--- config.mk ---
export PLATFORM = sky130hd
export DESIGN_NAME = shift_seq_ctrl
export DESIGN_NICKNAME = d
export VERILOG_FILES = /design/src/rtl/shift_seq_pkg.sv /design/src/rtl/shift_seq_rr_arb.sv /design/src/rtl/shift_seq_ctrl.sv
export SDC_FILE = /design/constraint.sdc
export NUM_CORES = 1
export LEC_CHECK = 0
export ABC_AREA = 1
export CAP_MARGIN = 20
export CORE_ASPECT_RATIO = 1.4
export CORE_MARGIN = 2
export CORE_UTILIZATION = 35
export CTS_BUF_LIST = sky130_fd_sc_hd__clkbuf_8 sky130_fd_sc_hd__clkbuf_16
export DETAILED_ROUTE_END_ITERATION = 12
export GPL_TIMING_DRIVEN = 0
export PLACE_DENSITY = 0.69
export SLEW_MARGIN = 20
export SYNTH_ARGS = -nofsm -noshare
export SYNTH_HDL_FRONTEND = slang
export SYNTH_HIERARCHICAL = 1
export SYNTH_SLANG_ARGS = --single-unit
--- constraint.sdc ---
create_clock -name clk -period 2.4 [get_ports clk]
set_input_delay 0.72 -clock clk [delete_from_list [all_inputs] [get_ports clk]]
set_output_delay 0.72 -clock clk [all_outputs]
set_load 0.01 [all_outputs]
--- src/rtl/shift_seq_pkg.sv ---
// Shared op codes, FSM state type and op sanitising helper for the shift sequencer.
package shift_seq_pkg;

  localparam logic [2:0] DIR_LOAD = 3'b000;
  localparam logic [2:0] DIR_SHL  = 3'b001;
  localparam logic [2:0] DIR_SHR  = 3'b010;
  localparam logic [2:0] DIR_ROL  = 3'b011;
  localparam logic [2:0] DIR_ROR  = 3'b100;

  typedef enum logic [1:0] {
    S_IDLE,
    S_LOAD,
    S_SHIFT,
    S_DONE
  } state_e;

  // Unknown op codes collapse to a plain load so the shifter never sees them.
  function automatic logic [2:0] sanitize_op(input logic [2:0] op);
    sanitize_op = (op <= DIR_ROR) ? op : DIR_LOAD;
  endfunction

endpackage

--- src/rtl/shift_seq_rr_arb.sv ---
// Two-way round-robin arbiter; the pointer moves to the non-granted side on advance.
module shift_seq_rr_arb (
  input  logic       clk,
  input  logic       reset,
  input  logic [1:0] req,
  input  logic       advance,
  output logic [1:0] gnt
);

  logic ptr_q, ptr_d;

  always_comb begin
    gnt = 2'b00;
    if (ptr_q == 1'b0) begin
      if (req[0])      gnt = 2'b01;
      else if (req[1]) gnt = 2'b10;
    end else begin
      if (req[1])      gnt = 2'b10;
      else if (req[0]) gnt = 2'b01;
    end
    ptr_d = ptr_q;
    if (advance) ptr_d = gnt[0];
  end

  always_ff @(posedge clk or negedge reset) begin
    if (!reset) ptr_q <= 1'b0;
    else        ptr_q <= ptr_d;
  end

endmodule

--- src/rtl/shift_seq_ctrl.sv ---
// Arbitrates two command sources onto one shift_reg2: load, shift `cnt` times, return result.
module shift_seq_ctrl
  import shift_seq_pkg::*;
#(
  parameter int WIDTH = 8,
  parameter int CNT_W = 3
) (
  input  logic               clk,
  input  logic               reset,
  input  logic [1:0]         req_valid,
  output logic [1:0]         req_ready,
  input  logic [5:0]         req_op,
  input  logic [2*CNT_W-1:0] req_cnt,
  input  logic [2*WIDTH-1:0] req_data,
  output logic [1:0]         rsp_valid,
  output logic [WIDTH-1:0]   rsp_data,
  output logic               busy,
  output logic               sr_enable,
  output logic [2:0]         sr_dir,
  output logic [WIDTH-1:0]   sr_data_in,
  input  logic [WIDTH-1:0]   sr_data_out
);

  state_e           state_q, state_d;
  logic             owner_q, owner_d;
  logic [CNT_W-1:0] rem_q, rem_d;
  logic [2:0]       op_q;
  logic [CNT_W-1:0] cnt_q;
  logic [WIDTH-1:0] data_q;
  logic [1:0]       gnt;
  logic             accept;
  logic             sel;

  shift_seq_rr_arb u_arb (
    .clk     (clk),
    .reset   (reset),
    .req     (req_valid),
    .advance (accept),
    .gnt     (gnt)
  );

  // Ready is also gated by reset so nothing looks acceptable while reset is asserted.
  assign req_ready = (state_q == S_IDLE && reset) ? gnt : 2'b00;
  assign accept    = |(req_valid & req_ready);
  assign sel       = gnt[1];

  always_ff @(posedge clk) begin
    if (accept) begin
      op_q   <= sanitize_op(sel ? req_op[5:3] : req_op[2:0]);
      cnt_q  <= sel ? req_cnt[2*CNT_W-1:CNT_W] : req_cnt[CNT_W-1:0];
      data_q <= sel ? req_data[2*WIDTH-1:WIDTH] : req_data[WIDTH-1:0];
    end
  end

  always_comb begin
    state_d    = state_q;
    owner_d    = owner_q;
    rem_d      = rem_q;
    busy       = 1'b1;
    sr_enable  = 1'b0;
    sr_dir     = DIR_LOAD;
    sr_data_in = '0;
    rsp_valid  = 2'b00;
    rsp_data   = '0;
    case (state_q)
      S_IDLE: begin
        busy = 1'b0;
        if (accept) begin
          owner_d = sel;
          state_d = S_LOAD;
        end
      end
      S_LOAD: begin
        sr_enable  = 1'b1;
        sr_data_in = data_q;
        if (op_q == DIR_LOAD || cnt_q == '0) begin
          state_d = S_DONE;
        end else begin
          rem_d   = cnt_q;
          state_d = S_SHIFT;
        end
      end
      S_SHIFT: begin
        sr_enable = 1'b1;
        sr_dir    = op_q;
        rem_d     = rem_q - CNT_W'(1);
        if (rem_q == CNT_W'(1)) state_d = S_DONE;
      end
      S_DONE: begin
        rsp_valid[owner_q] = 1'b1;
        rsp_data           = sr_data_out;
        state_d            = S_IDLE;
      end
      default: state_d = S_IDLE;
    endcase
  end

  always_ff @(posedge clk or negedge reset) begin
    if (!reset) begin
      state_q <= S_IDLE;
      owner_q <= 1'b0;
      rem_q   <= '0;
    end else begin
      state_q <= state_d;
      owner_q <= owner_d;
      rem_q   <= rem_d;
    end
  end

endmodule

Word-level counts from Yosys, hierarchy flattened:

Index checks and enable logic that the tools add are counted.
Widths: inputs -> output; s select.

* register bits after elaboration: 21
* bits of input ports: 40
* output and inout bits: 25
* word-level logic and storage cells: 54

* add/sub/neg operators: 1
* $lt $le $gt $ge: 3
* equality and inequality tests: 7
* multiplexer cells: 23
* bitwise operators: 1
* reductions and logical operators: 12

Operators by type and width (count)
* $mux 8: 3
* $mux 2: 8
* $mux 3: 4
* $pmux 2 s4: 1
* $logic_not 3->1: 2
* $ne 2x2->1 const B: 3
* $pmux 3 s2: 1
* $reduce_and 2->1: 3
* $mux 1: 5
* $eq 2x2->1 const B: 2
* $reduce_or 2->1: 2
* $eq 3x1->1 const B: 1
* $le 3x3->1 const B: 1
* $sub 3x1->3 const B: 1
* $and 2x2->2: 1
* $eq 2x1->1 const B: 1
* $logic_and 1x1->1: 2
* $logic_not 2->1: 1
* $lt 1x2->1 const B: 1
* $reduce_bool 2->1: 1
* $demux 1 s1: 1
* $ge 1x1->1 const B: 1
* $logic_or 1x1->1: 1

Logic depth before layout (Yosys ltp):

Gate-level depths: netlist (run 1).

* depth after elaboration: 8
* mapped depth: 9
* depth with buffers taken out: 8

By module:

Netlist (run 1), hierarchy kept.

Modules (own cells, without submodules)
* shift_seq_ctrl: times used 1, cells each 167, area each 1236.2 um2, seq. area each 570.5 um2
* shift_seq_rr_arb: times used 1, cells each 10, area each 61.3 um2, seq. area each 25.0 um2

Worst setup path after synthesis (run 1):

OpenSTA, ideal clock, no wires.

* path kind: input-to-output
* from: input req_valid[0]
* to: output req_ready[1]
* arrival: 1373 ps
* required time: 1680 ps
* setup slack: 307 ps
* stages on the path: 7
* path buffers: 2
* cells stage by stage: inv_1 > nand2_1 > nand2_1 > buf_6 > inv_2 > buf_2 > nor2_1

* word-level cells in the longest chain between the ends: 3

RTL lines
* start, declared: RTL line shift_seq_ctrl.sv:10 `input logic [1:0] req_valid,`
* $mux 2: RTL line shift_seq_rr_arb.sv:15 `if (req[0]) gnt = 2'b01;`
* $mux 2: RTL line shift_seq_rr_arb.sv:14 `if (ptr_q == 1'b0) begin`
* via gnt[1]: RTL line shift_seq_ctrl.sv:30 `logic [1:0] gnt;`
* $mux 2: RTL line shift_seq_ctrl.sv:43 `assign req_ready = (state_q == S_IDLE && reset) ? gnt : 2'b00;`
* end, declared: RTL line shift_seq_ctrl.sv:11 `output logic [1:0] req_ready,`

The timed path passes the listed nets, and every way through them passes these cells.

Worst setup path in the final report (run 1):

* from: register state_q[1]
* to: output rsp_valid[1]

* word-level cells in the longest chain between the ends: 2

RTL lines
* start, declared: RTL line shift_seq_ctrl.sv:24 `state_e state_q, state_d;`
* start signal, assigned: RTL line shift_seq_ctrl.sv:104 `state_q <= state_d;`
* $eq 2x2->1: RTL line shift_seq_ctrl.sv:65 `case (state_q)`
* $mux 2: RTL line shift_seq_ctrl.sv:65
* end, declared: RTL line shift_seq_ctrl.sv:15 `output logic [1:0] rsp_valid,`

Every way passes these cells.

==> results of run 1 <==
## cells by family after synthesis
family / after synthesis / synth area share [%]
AOI/OAI and AO/OA: 6 / 2.31
and+or+nand+nor: 102 / 31.1
buffers and inverters: 39 / 12.2
muxes: 3 / 2.70
DFF: 21 / 45.9
adders and majority gates: 6 / 5.79
## layout by cell type (no fill, tap or decap), drive strengths merged
cell type / n
a21oi: 2
and3: 1
buf: 12
clkbuf: 4
clkdlybuf4s15: 2
clkdlybuf4s50: 38
clkinv: 1
dfrtp: 7
dlygate4sd2: 20
dlymetal6s2s: 2
edfxtp: 14
ha: 6
inv: 33
mux2: 1
mux2i: 2
nand2: 82
nand3: 8
nand4: 2
nor2: 8
o21ai: 4
or2: 1
## final cells by class
class                   instances  area [sq um]  area share [%]
well taps                      42          52.6            2.50
plain buffers                   4          38.8            1.85
clock inverters                 1          5.00           0.238
multi-input cells             117           572            27.2
clock buffers                   3          41.3            1.97
repair buffers                 71           663            31.6
inverters                      33           131            6.25
flip-flops and latches         21           597            28.4
## sequential cells by signal (all words and copies together) (netlist names)
name         cells
cnt_q            3
state_q          2
data_q           8
op_q             3
rem_q            3
owner_q          1
u_arb/ptr_q      1
## power groups by stage
stage	Sequential (mW)	Combinational, mW	Clock [mW]
2_1_floorplan	0.546	0.585	0
3_3_place_gp	0.561	0.984	0
3_5_place_dp	0.562	0.998	0
4_1_cts	0.560	1.05	0.241
5_1_grt	0.576	1.22	0.255
6_report	0.559	1.06	0.232
## cell usage after synthesis
master and instances:
nand2_1 82, inv_1 32, edfxtp_1 14, nand3_1 8, nor2_1 8, dfrtp_1 7, ha_1 6, buf_2 4
o21ai_0 3, a21oi_1 2, mux2i_1 2, nand4_1 2, and3_1 1, buf_6 1, clkbuf_1 1, inv_2 1
mux2_4 1, o21ai_1 1, or2_1 1
## worst max-delay path, stage by stage, from the launching register on
cell and delay (ns):
dfrtp_1 0.39, buf_4 0.14, ha_4 0.16, nand2_1 0.06, inv_1 0.04, clkdlybuf4s50_1 0.52
## final timing paths
check                            start            to  slack (ns)  depth (start not counted)
setup / recovery            state_q[1]  rsp_valid[1]        0.11                          5
hold / removal                   reset      rem_q[2]        0.31                          1
setup reg to reg           u_arb/ptr_q     data_q[5]        0.57                          6
hold reg to reg               rem_q[1]      rem_q[1]        0.50                          2
max in group asynchronous        reset    state_q[0]        1.88                          1
min in group clk              rem_q[1]      rem_q[1]        0.50                          2
## metal layers
metal | track usage, % | up-vias
met4 | 8.05 | 0
met2 | 29.6 | 38
li1 | - | 678
met5 | 0 | -
met1 | 15.0 | 532
met3 | 2.04 | 5
## metrics by stage
step | utilization, % | cell area [sq um] | instances | total power [mW] | hold WS [ns]
after floorplan | - | 1300 | 177 | 1.13 | 0.424
after global placement | 55.1 | 1990 | 283 | 1.54 | 0.479
after detailed placement | 55.1 | 1990 | 283 | 1.56 | 0.489
after CTS | 57.7 | 2080 | 289 | 1.86 | 0.472
after global routing | 58.2 | 2100 | 292 | 2.05 | 0.308
final | 58.2 | 2100 | 292 | 1.85 | 0.305
## what timing repair did
action | CTS | global route
endpoints found under the hold margin | 0 | 0
hold buffers | 0 | 0
resized for setup | 40 | 6
endpoints found under the setup margin | 24 | 7
buffers inserted | 4 | 3
gates cloned | 0 | 0
==> impl_metrics.py, run 1 <==
metrics = {
    "status": {
        "outcome": "completed",
    },
    "global_route": {
        "grt_antenna_before_repair": 0,
        "grt_pass1_vias": 1232,
        "grt_pass1_wl_mm": 5.12,
        "grt_start_max_net_pins": 19,
        "global_route_congestion_overflow_total": 0,
        "grt_util_all_layers_pct": 15.2,
    },
    "critical_path": {
        "critPathKind": "flip-flop to output pin",
        "crit_path_end_kind": "output pin",
        "data_arrival_time_at_the_worst_slack_endpoint_ns": 1.57,
        "critical_path.max_fanout": 7,
        "critPathRequiredTime_ns": 1.68,
        "worst_setup_path_start_kind": "flip-flop",
    },
    "detailed_routing": {
        "via_per_inst": 4.29,
        "total_iterations_of_the_first_detailed_routing_run": 4,
        "detailroute.via_count": 1253,
        "routed-wl-met2_mm": 1.48,
        "top_signal_layer_used": "met4",
        "route.detailed.wl_per_inst_um": 9.48,
        "route.met3.wl_um": 143,
        "wl_met1_mm": 1.07,
        "antenna_violating_nets_left": 0,
        "routed_wirelength_mm": 2.77,
        "drcViolationCount": 0,
        "drt_iter0_drc": 10,
    },
    "timing": {
        "finalClockSkew_ns": 0.00177,
        "final.period_utilization_pct": 95.3,
        "rsz0062_at_grt": "false",
        "report.final.slew_viol_count": 0,
        "timing.setup.tns_ns": 0,
        "slew_headroom_pct": 55.3,
        "report.final.hold_viol_count": 0,
        "max_slew.worst_pin.slew_ns": 0.669,
        "timing.final.crit_period_ns": 2.29,
        "max_freq_ghz": 0.437,
        "setup_violations": 0,
        "worst_slack_ns": 0.113,
    },
    "power": {
        "power.share.sequential_pct": 30.2,
        "internal-power_mw": 1.14,
        "ir_drop_uv": 513,
        "power.share.clock_pct": 12.5,
        "net-switching-power_mw": 0.711,
        "cellPowerDensity_mw_per_mm2": 880,
        "power.combinational.fraction_pct": 57.2,
        "power.leakage_nw": 1.20,
        "switching_share_pct": 38.4,
    },
    "run": {
        "max_cap_viol_count": 0,
    },
    "final_layout": {
        "antenna_cells_inserted": 0,
        "area.growth.synth_to_final_pct": 61.9,
        "final_net_count": 297,
        "drive_above_1_share_pct": 9.60,
        "fill_cells": 347,
    },
    "die": {
        "placement_rows": 26,
        "die-area_sq_mm": 0.00422,
        "floorplan.initialDensity_pct": 35.9,
        "die_y_um": 76.0,
        "core_area_sq_mm": 0.00361,
        "die_width_um": 55.5,
        "pin_count": 65,
    },
    "clock_tree": {
        "clkTransAtPathRegs_ns": 0.07,
        "numClockSinks": 21,
        "cts_max_path_buffers": 2,
        "clock_tree.root_cell": "clkbuf_8",
        "cts_tree": "done",
        "ctsHtreeMaxLevel": 1,
        "clk_latency_ns": 0.26,
        "cts_inserted_buffers": 3,
    },
    "logic_synthesis": {
        "netlist_area_sq_mm": 0.00130,
        "ffs_latches_synth": 21,
        "synthCells": 177,
        "synth_top_area_cell": "edfxtp_1",
        "yosys_warnings": 6,
        "synth.net_count": 223,
        "synth_cell_types": 19,
        "synth_top_cells_by_area": "edfxtp_1 (32%), nand2_1 (24%), dfrtp_1 (14%)",
        "syn_area_per_cell_sq_um": 7.33,
        "yosysTopAreaCellShare_pct": 32.4,
        "sequential_area_share_after_synthesis_pct": 45.9,
    },
    "placed_design": {
        "place.gp.congestion": 0.751,
        "hpwlAfterDp_mm": 2.12,
        "port-buffer-count": 64,
        "place_ws_ns": -0.798,
    },
    "hold_path": {
        "hold_path.class": "input port to async pin",
    },
}
Power figures use the tool's default switching activity.
==> run 2, diff against run 1 <==
Settings changed: PLACE_DENSITY 0.69 to 0.7, SYNTH_HIERARCHICAL 1 to not set.
==> impl_metrics.py, run 2 <==
metrics = {
    "die": {
        "die_width_um": 55.2,
        "pin_count": 65,
        "floorplan.initialDensity_pct": 35.9,
        "die-area_sq_mm": 0.00418,
        "die_y_um": 75.7,
        "placement_rows": 26,
        "core_area_sq_mm": 0.00358,
    },
    "timing": {
        "final.period_utilization_pct": 96.7,
        "max_freq_ghz": 0.431,
        "setup_violations": 0,
        "slew_headroom_pct": 61.7,
        "finalClockSkew_ns": 0.00582,
        "max_slew.worst_pin.slew_ns": 0.573,
        "timing.final.crit_period_ns": 2.32,
        "worst_slack_ns": 0.0789,
        "fin_worst_hold_slack_ns": 0.285,
        "report.final.hold_viol_count": 0,
        "report.final.slew_viol_count": 0,
    },
    "global_route": {
        "global_route_congestion_overflow_total": 0,
        "grt_pass1_wl_mm": 4.61,
        "grt_pass1_vias": 1125,
        "grt_util_all_layers_pct": 13.9,
        "grt_antenna_before_repair": 0,
        "grt_start_max_net_pins": 15,
    },
    "final_layout": {
        "antenna_cells_inserted": 0,
        "drive_above_1_share_pct": 10.5,
        "finalNonFillerCells": 290,
        "largest-register": "data_q",
        "final_common_cell": "nand2_1",
        "largest_register_ff_count": 8,
        "final_net_count": 295,
        "area.growth.synth_to_final_pct": 61.0,
        "top_library_cells_by_usage_in_the_layout_fill_and_taps_aside": "nand2_1 (80), clkdlybuf4s50_1 (39), inv_1 (35)",
    },
    "logic_synthesis": {
        "synthCells": 177,
        "yosys_warnings": 0,
        "synth_top_area_cell": "edfxtp_1",
        "ys_dominant_reg_cell": "edfxtp_1",
        "muxShareOfSynthArea_pct": 0,
        "yosysTopAreaCellShare_pct": 32.7,
        "ffs_latches_synth": 21,
        "synth-adder-area-share_pct": 5.84,
        "synth_compound_area_share_pct": 4.28,
        "post_synth_and_or_nand_nor_area_fraction_pct": 31.2,
        "synth-async-reset-ratio_pct": 33.3,
        "synth_edf_count": 14,
        "synth_xor_area_share_pct": 0,
        "synth_cell_types": 18,
        "yosysMostFrequentCell": "nand2_1",
        "synth_common_cells": "nand2_1 (82), inv_1 (35), edfxtp_1 (14)",
        "synth_top_cells_by_area": "edfxtp_1 (33%), nand2_1 (24%), dfrtp_1 (14%)",
        "netlist_area_sq_mm": 0.00128,
        "combinational_family_with_the_most_area_after_synthesis": "simple AND/OR/NAND/NOR gates",
        "sequential_area_share_after_synthesis_pct": 46.3,
        "synth.net_count": 223,
        "syn_area_per_cell_sq_um": 7.26,
    },
    "power": {
        "internal-power_mw": 1.13,
        "power.leakage_nw": 1.20,
        "ir_drop_uv": 835,
        "power.combinational.fraction_pct": 56.0,
        "net-switching-power_mw": 0.737,
        "power.share.sequential_pct": 32.0,
        "cellPowerDensity_mw_per_mm2": 903,
        "switching_share_pct": 39.5,
        "power.share.clock_pct": 12.0,
    },
    "detailed_routing": {
        "drcViolationCount": 0,
        "antenna_violating_nets_left": 0,
        "route.detailed.wl_per_inst_um": 9.71,
        "route.met3.wl_um": 56,
        "drt_iter0_drc": 18,
        "via_per_inst": 4.27,
        "detailroute.via_count": 1237,
        "routed_wirelength_mm": 2.82,
        "wl_met1_mm": 1.10,
        "routed-wl-met2_mm": 1.60,
        "top_signal_layer_used": "met4",
        "total_iterations_of_the_first_detailed_routing_run": 4,
    },
    "clock_tree": {
        "cts_inserted_buffers": 3,
        "cts_tree": "done",
        "cts_max_path_buffers": 2,
        "ctsHtreeMaxLevel": 1,
        "clk_latency_ns": 0.26,
        "post_cts_hold_buffer_count": 0,
        "clock_tree.root_cell": "clkbuf_8",
        "clkTransAtPathRegs_ns": 0.08,
        "numClockSinks": 21,
    },
    "placed_design": {
        "place_ws_ns": -0.728,
        "place_inst": 283,
        "port-buffer-count": 64,
        "place.gp.congestion": 0.750,
        "hpwlAfterDp_mm": 2.29,
    },
    "critical_path": {
        "critPathKind": "flip-flop to output pin",
        "timing.rr.start": "state_q[1]",
        "data_arrival_time_at_the_worst_slack_endpoint_ns": 1.60,
        "crit_path_end_kind": "output pin",
        "critPathRequiredTime_ns": 1.68,
        "worst_setup_path_start_kind": "flip-flop",
        "worst_r2r_path_depth": 6,
        "setup.reg_to_reg.worst_slack_ns": 0.55,
        "critical_path.max_fanout": 5,
        "crit-reg2reg-capture": "data_q[6]",
    },
    "hold_path": {
        "hold_path.class": "input port to async pin",
    },
    "run": {
        "max_cap_viol_count": 0,
    },
    "status": {
        "outcome": "completed",
    },
}
==> run 2: power by group through the flow <==
| stage | Clock [mW] | Sequential (mW) | Combinational [mW] |
|---|---|---|---|
| 2_1_floorplan | 0 | 0.585 | 0.611 |
| 3_3_place_gp | 0 | 0.598 | 1.02 |
| 3_5_place_dp | 0 | 0.602 | 1.04 |
| 4_1_cts | 0.231 | 0.592 | 1.03 |
| 5_1_grt | 0.247 | 0.611 | 1.19 |
| 6_report | 0.223 | 0.598 | 1.05 |
==> run 2: kinds of logic after synthesis <==
group | Yosys count
DFF | 21
adders and majority gates | 6
buffers and inverters | 41
and+or+nand+nor | 100
AOI/OAI and AO/OA | 9
==> run 2: layout make-up <==
class / count / area [sq um]
Fill cell: 342 / 1510
Timing Repair Buffer: 68 / 642
Sequential cell: 21 / 596
Multi-Input combinational cell: 115 / 573
Inverter: 36 / 135
Tap cell: 42 / 52.6
Clock buffer: 3 / 41.3
Buffer: 4 / 25.0
Clock inverter: 1 / 3.75
==> run 2: what timing repair did <==
item,in CTS,in global routing
endpoints found under the setup margin,37,5
setup buffers,3,1
pin swaps,1,0
cloned,0,0
gates resized for setup,38,5
==> run 2: critical path: stages (launching register included) <==
cell	delay, ns
dfrtp_1	0.43
inv_1	0.12
ha_2	0.21
nand2_1	0.07
inv_2	0.10
nand3_4	0.09
inv_1	0.06
dlygate4sd2_1	0.26
==> run 2: worst max-delay path by stage <==
stage                       startpoint            to  slack [ns]  cells past startpoint
after global placement           reset  req_ready[0]       -0.71                      6
after floorplan           req_valid[0]  req_ready[1]        0.55                      5
after CTS                   state_q[1]  req_ready[0]       0.003                      7
after detailed placement         reset  req_ready[0]       -0.73                      6
final                       state_q[1]  req_ready[0]        0.08                      7
after global routing        state_q[1]  req_ready[0]      -0.004                      7
==> run 2: metal layers <==
layer	GRT usage (%)	vias to the layer above
li1	-	663
met4	8.13	0
met1	14.8	546
met2	27.2	24
met5	0	-
met3	1.02	4
==> run 2: through the flow <==
step	util, %	TNS, ns	area [sq um]	power, mW
detailed placement	55.3	-6.52	1980	1.64
global route	57.8	-0.00366	2070	2.05
floorplan	-	0	1280	1.20
global placement	55.3	-5.81	1980	1.62
finish	57.8	0	2070	1.87
CTS	57.0	0	2040	1.86
==> run 3, diff against run 2 <==
Settings changed: CTS_BUF_LIST sky130_fd_sc_hd__clkbuf_8 sky130_fd_sc_hd__clkbuf_16 to not set.
==> impl_metrics.py, run 3 (synthesis gave the netlist of run 2 again) <==
metrics = {
    "timing": {
        "slew_headroom_pct": 61.7,
        "setup_violations": 0,
        "max_slew.worst_pin.slew_ns": 0.573,
        "worst_slack_ns": 0.0789,
        "timing.final.crit_period_ns": 2.32,
        "report.final.slew_viol_count": 0,
        "report.final.hold_viol_count": 0,
        "finalClockSkew_ns": 0.00602,
        "final.period_utilization_pct": 96.7,
        "max_freq_ghz": 0.431,
    },
    "run": {
        "max_cap_viol_count": 0,
    },
    "placed_design": {
        "port-buffer-count": 64,
        "place.gp.congestion": 0.750,
        "place_ws_ns": -0.728,
        "hpwlAfterDp_mm": 2.29,
    },
    "power": {
        "switching_share_pct": 39.4,
        "power.combinational.fraction_pct": 55.9,
        "power.share.clock_pct": 12.2,
        "power.share.sequential_pct": 32.0,
        "internal-power_mw": 1.13,
        "fin_total_pwr_mw": 1.87,
        "ir_drop_uv": 835,
        "cellPowerDensity_mw_per_mm2": 905,
        "net-switching-power_mw": 0.737,
        "power.leakage_nw": 1.19,
    },
    "die": {
        "die_y_um": 75.7,
        "placement_rows": 26,
        "core_area_sq_mm": 0.00358,
        "die-area_sq_mm": 0.00418,
        "floorplan.initialDensity_pct": 35.9,
        "pin_count": 65,
        "die_width_um": 55.2,
    },
    "critical_path": {
        "worst_setup_path_start_kind": "flip-flop",
        "setup.reg_to_reg.worst_slack_ns": 0.55,
        "crit_path_end_kind": "output pin",
        "critPathRequiredTime_ns": 1.68,
        "timing.rr.start": "state_q[1]",
        "data_arrival_time_at_the_worst_slack_endpoint_ns": 1.60,
        "critPathKind": "flip-flop to output pin",
        "critical_path.max_fanout": 5,
        "worst_r2r_path_depth": 6,
        "crit-reg2reg-capture": "data_q[6]",
    },
    "clock_tree": {
        "cts_max_path_buffers": 2,
        "post_cts_hold_buffer_count": 0,
        "numClockSinks": 21,
        "ctsHtreeMaxLevel": 1,
        "cts_tree": "done",
        "clkTransAtPathRegs_ns": 0.08,
        "clock_tree.root_cell": "clkbuf_8",
        "clk_latency_ns": 0.26,
        "cts_inserted_buffers": 3,
    },
    "global_route": {
        "grt_util_all_layers_pct": 13.9,
        "global_route_congestion_overflow_total": 0,
        "grt_antenna_before_repair": 0,
        "grt_pass1_wl_mm": 4.61,
        "grt_pass1_vias": 1125,
        "grt_start_max_net_pins": 15,
    },
    "final_layout": {
        "area.growth.synth_to_final_pct": 61.0,
        "largest-register": "data_q",
        "largest_register_ff_count": 8,
        "drive_above_1_share_pct": 10.5,
        "final_net_count": 295,
        "final_common_cell": "nand2_1",
        "antenna_cells_inserted": 0,
        "top_library_cells_by_usage_in_the_layout_fill_and_taps_aside": "nand2_1 (80), clkdlybuf4s50_1 (39), inv_1 (34)",
    },
    "detailed_routing": {
        "drcViolationCount": 0,
        "routed_wirelength_mm": 2.82,
        "route.detailed.wl_per_inst_um": 9.71,
        "total_iterations_of_the_first_detailed_routing_run": 4,
        "via_per_inst": 4.27,
        "detailroute.via_count": 1237,
        "drt_iter0_drc": 18,
        "antenna_violating_nets_left": 0,
    },
    "status": {
        "outcome": "completed",
    },
    "hold_path": {
        "hold_path.class": "input port to async pin",
    },
}
## run 3: changes by cell type in the layout (fill, tap and decap cells not counted)
cell / change
clkbuf_1: +1
inv_1: -1
## run 3: cell type report
cell class                 count  area, sq um
tap                           42         52.6
timing repair buffer          68          642
inverter                      36          135
sequential                    21          596
clock buffer                   4         45.0
fill                         342         1510
buffer                         4         25.0
multi-input combinational    115          573
## run 3: worst max-delay path, cell delays in order (launching register included)
cell and delay, ns:
dfrtp_1 0.43, inv_1 0.12, ha_2 0.21, nand2_1 0.07
inv_2 0.10, nand3_4 0.09, inv_1 0.06, dlygate4sd2_1 0.26
## run 3: timing repair
action | in CTS | in global routing
hold endpoints to repair | 0 | 0
gates resized for setup | 38 | 5
endpoints found under the setup margin | 37 | 5
setup buffers | 3 | 1
pin swaps | 1 | 0
## run 3: stage by stage
step	std cells	hold WS, ns	area, sq um	TNS, ns	utilization (%)
after floorplan	177	0.424	1280	0	-
after global placement	283	0.470	1980	-5.81	55.3
after CTS	289	0.293	2040	0	57.0
after detailed placement	283	0.471	1980	-6.52	55.3
after global routing	290	0.282	2070	-0.00366	57.8
final	290	0.285	2070	0	57.8
## run 3: per-layer routing
metal	wire length, um	track usage (%)	vias to the layer above	share of wire (%)
li1	-	-	663	-
met1	1100	14.8	546	39
met2	1600	27.2	24	57
met3	56	1.02	4	2.0
met4	60	8.13	0	2.1
met5	0	0	-	0
## run 3: worst max-delay path by stage
stage	startpoint	cells after the start	slack [ns]	end
6_report	state_q[1]	7	0.08	req_ready[0]
5_1_grt	state_q[1]	7	-0.004	req_ready[0]
4_1_cts	state_q[1]	7	0.003	req_ready[0]
3_5_place_dp	reset	6	-0.73	req_ready[0]
3_3_place_gp	reset	6	-0.71	req_ready[0]
2_1_floorplan	req_valid[0]	5	0.55	req_ready[1]
## run 3: power by group through the flow
| stage | Sequential [mW] | Combinational, mW | Clock [mW] |
|---|---|---|---|
| after floorplan | 0.585 | 0.611 | 0 |
| after global placement | 0.598 | 1.02 | 0 |
| after detailed placement | 0.602 | 1.04 | 0 |
| after CTS | 0.592 | 1.03 | 0.235 |
| after global routing | 0.611 | 1.19 | 0.251 |
| final | 0.598 | 1.05 | 0.228 |
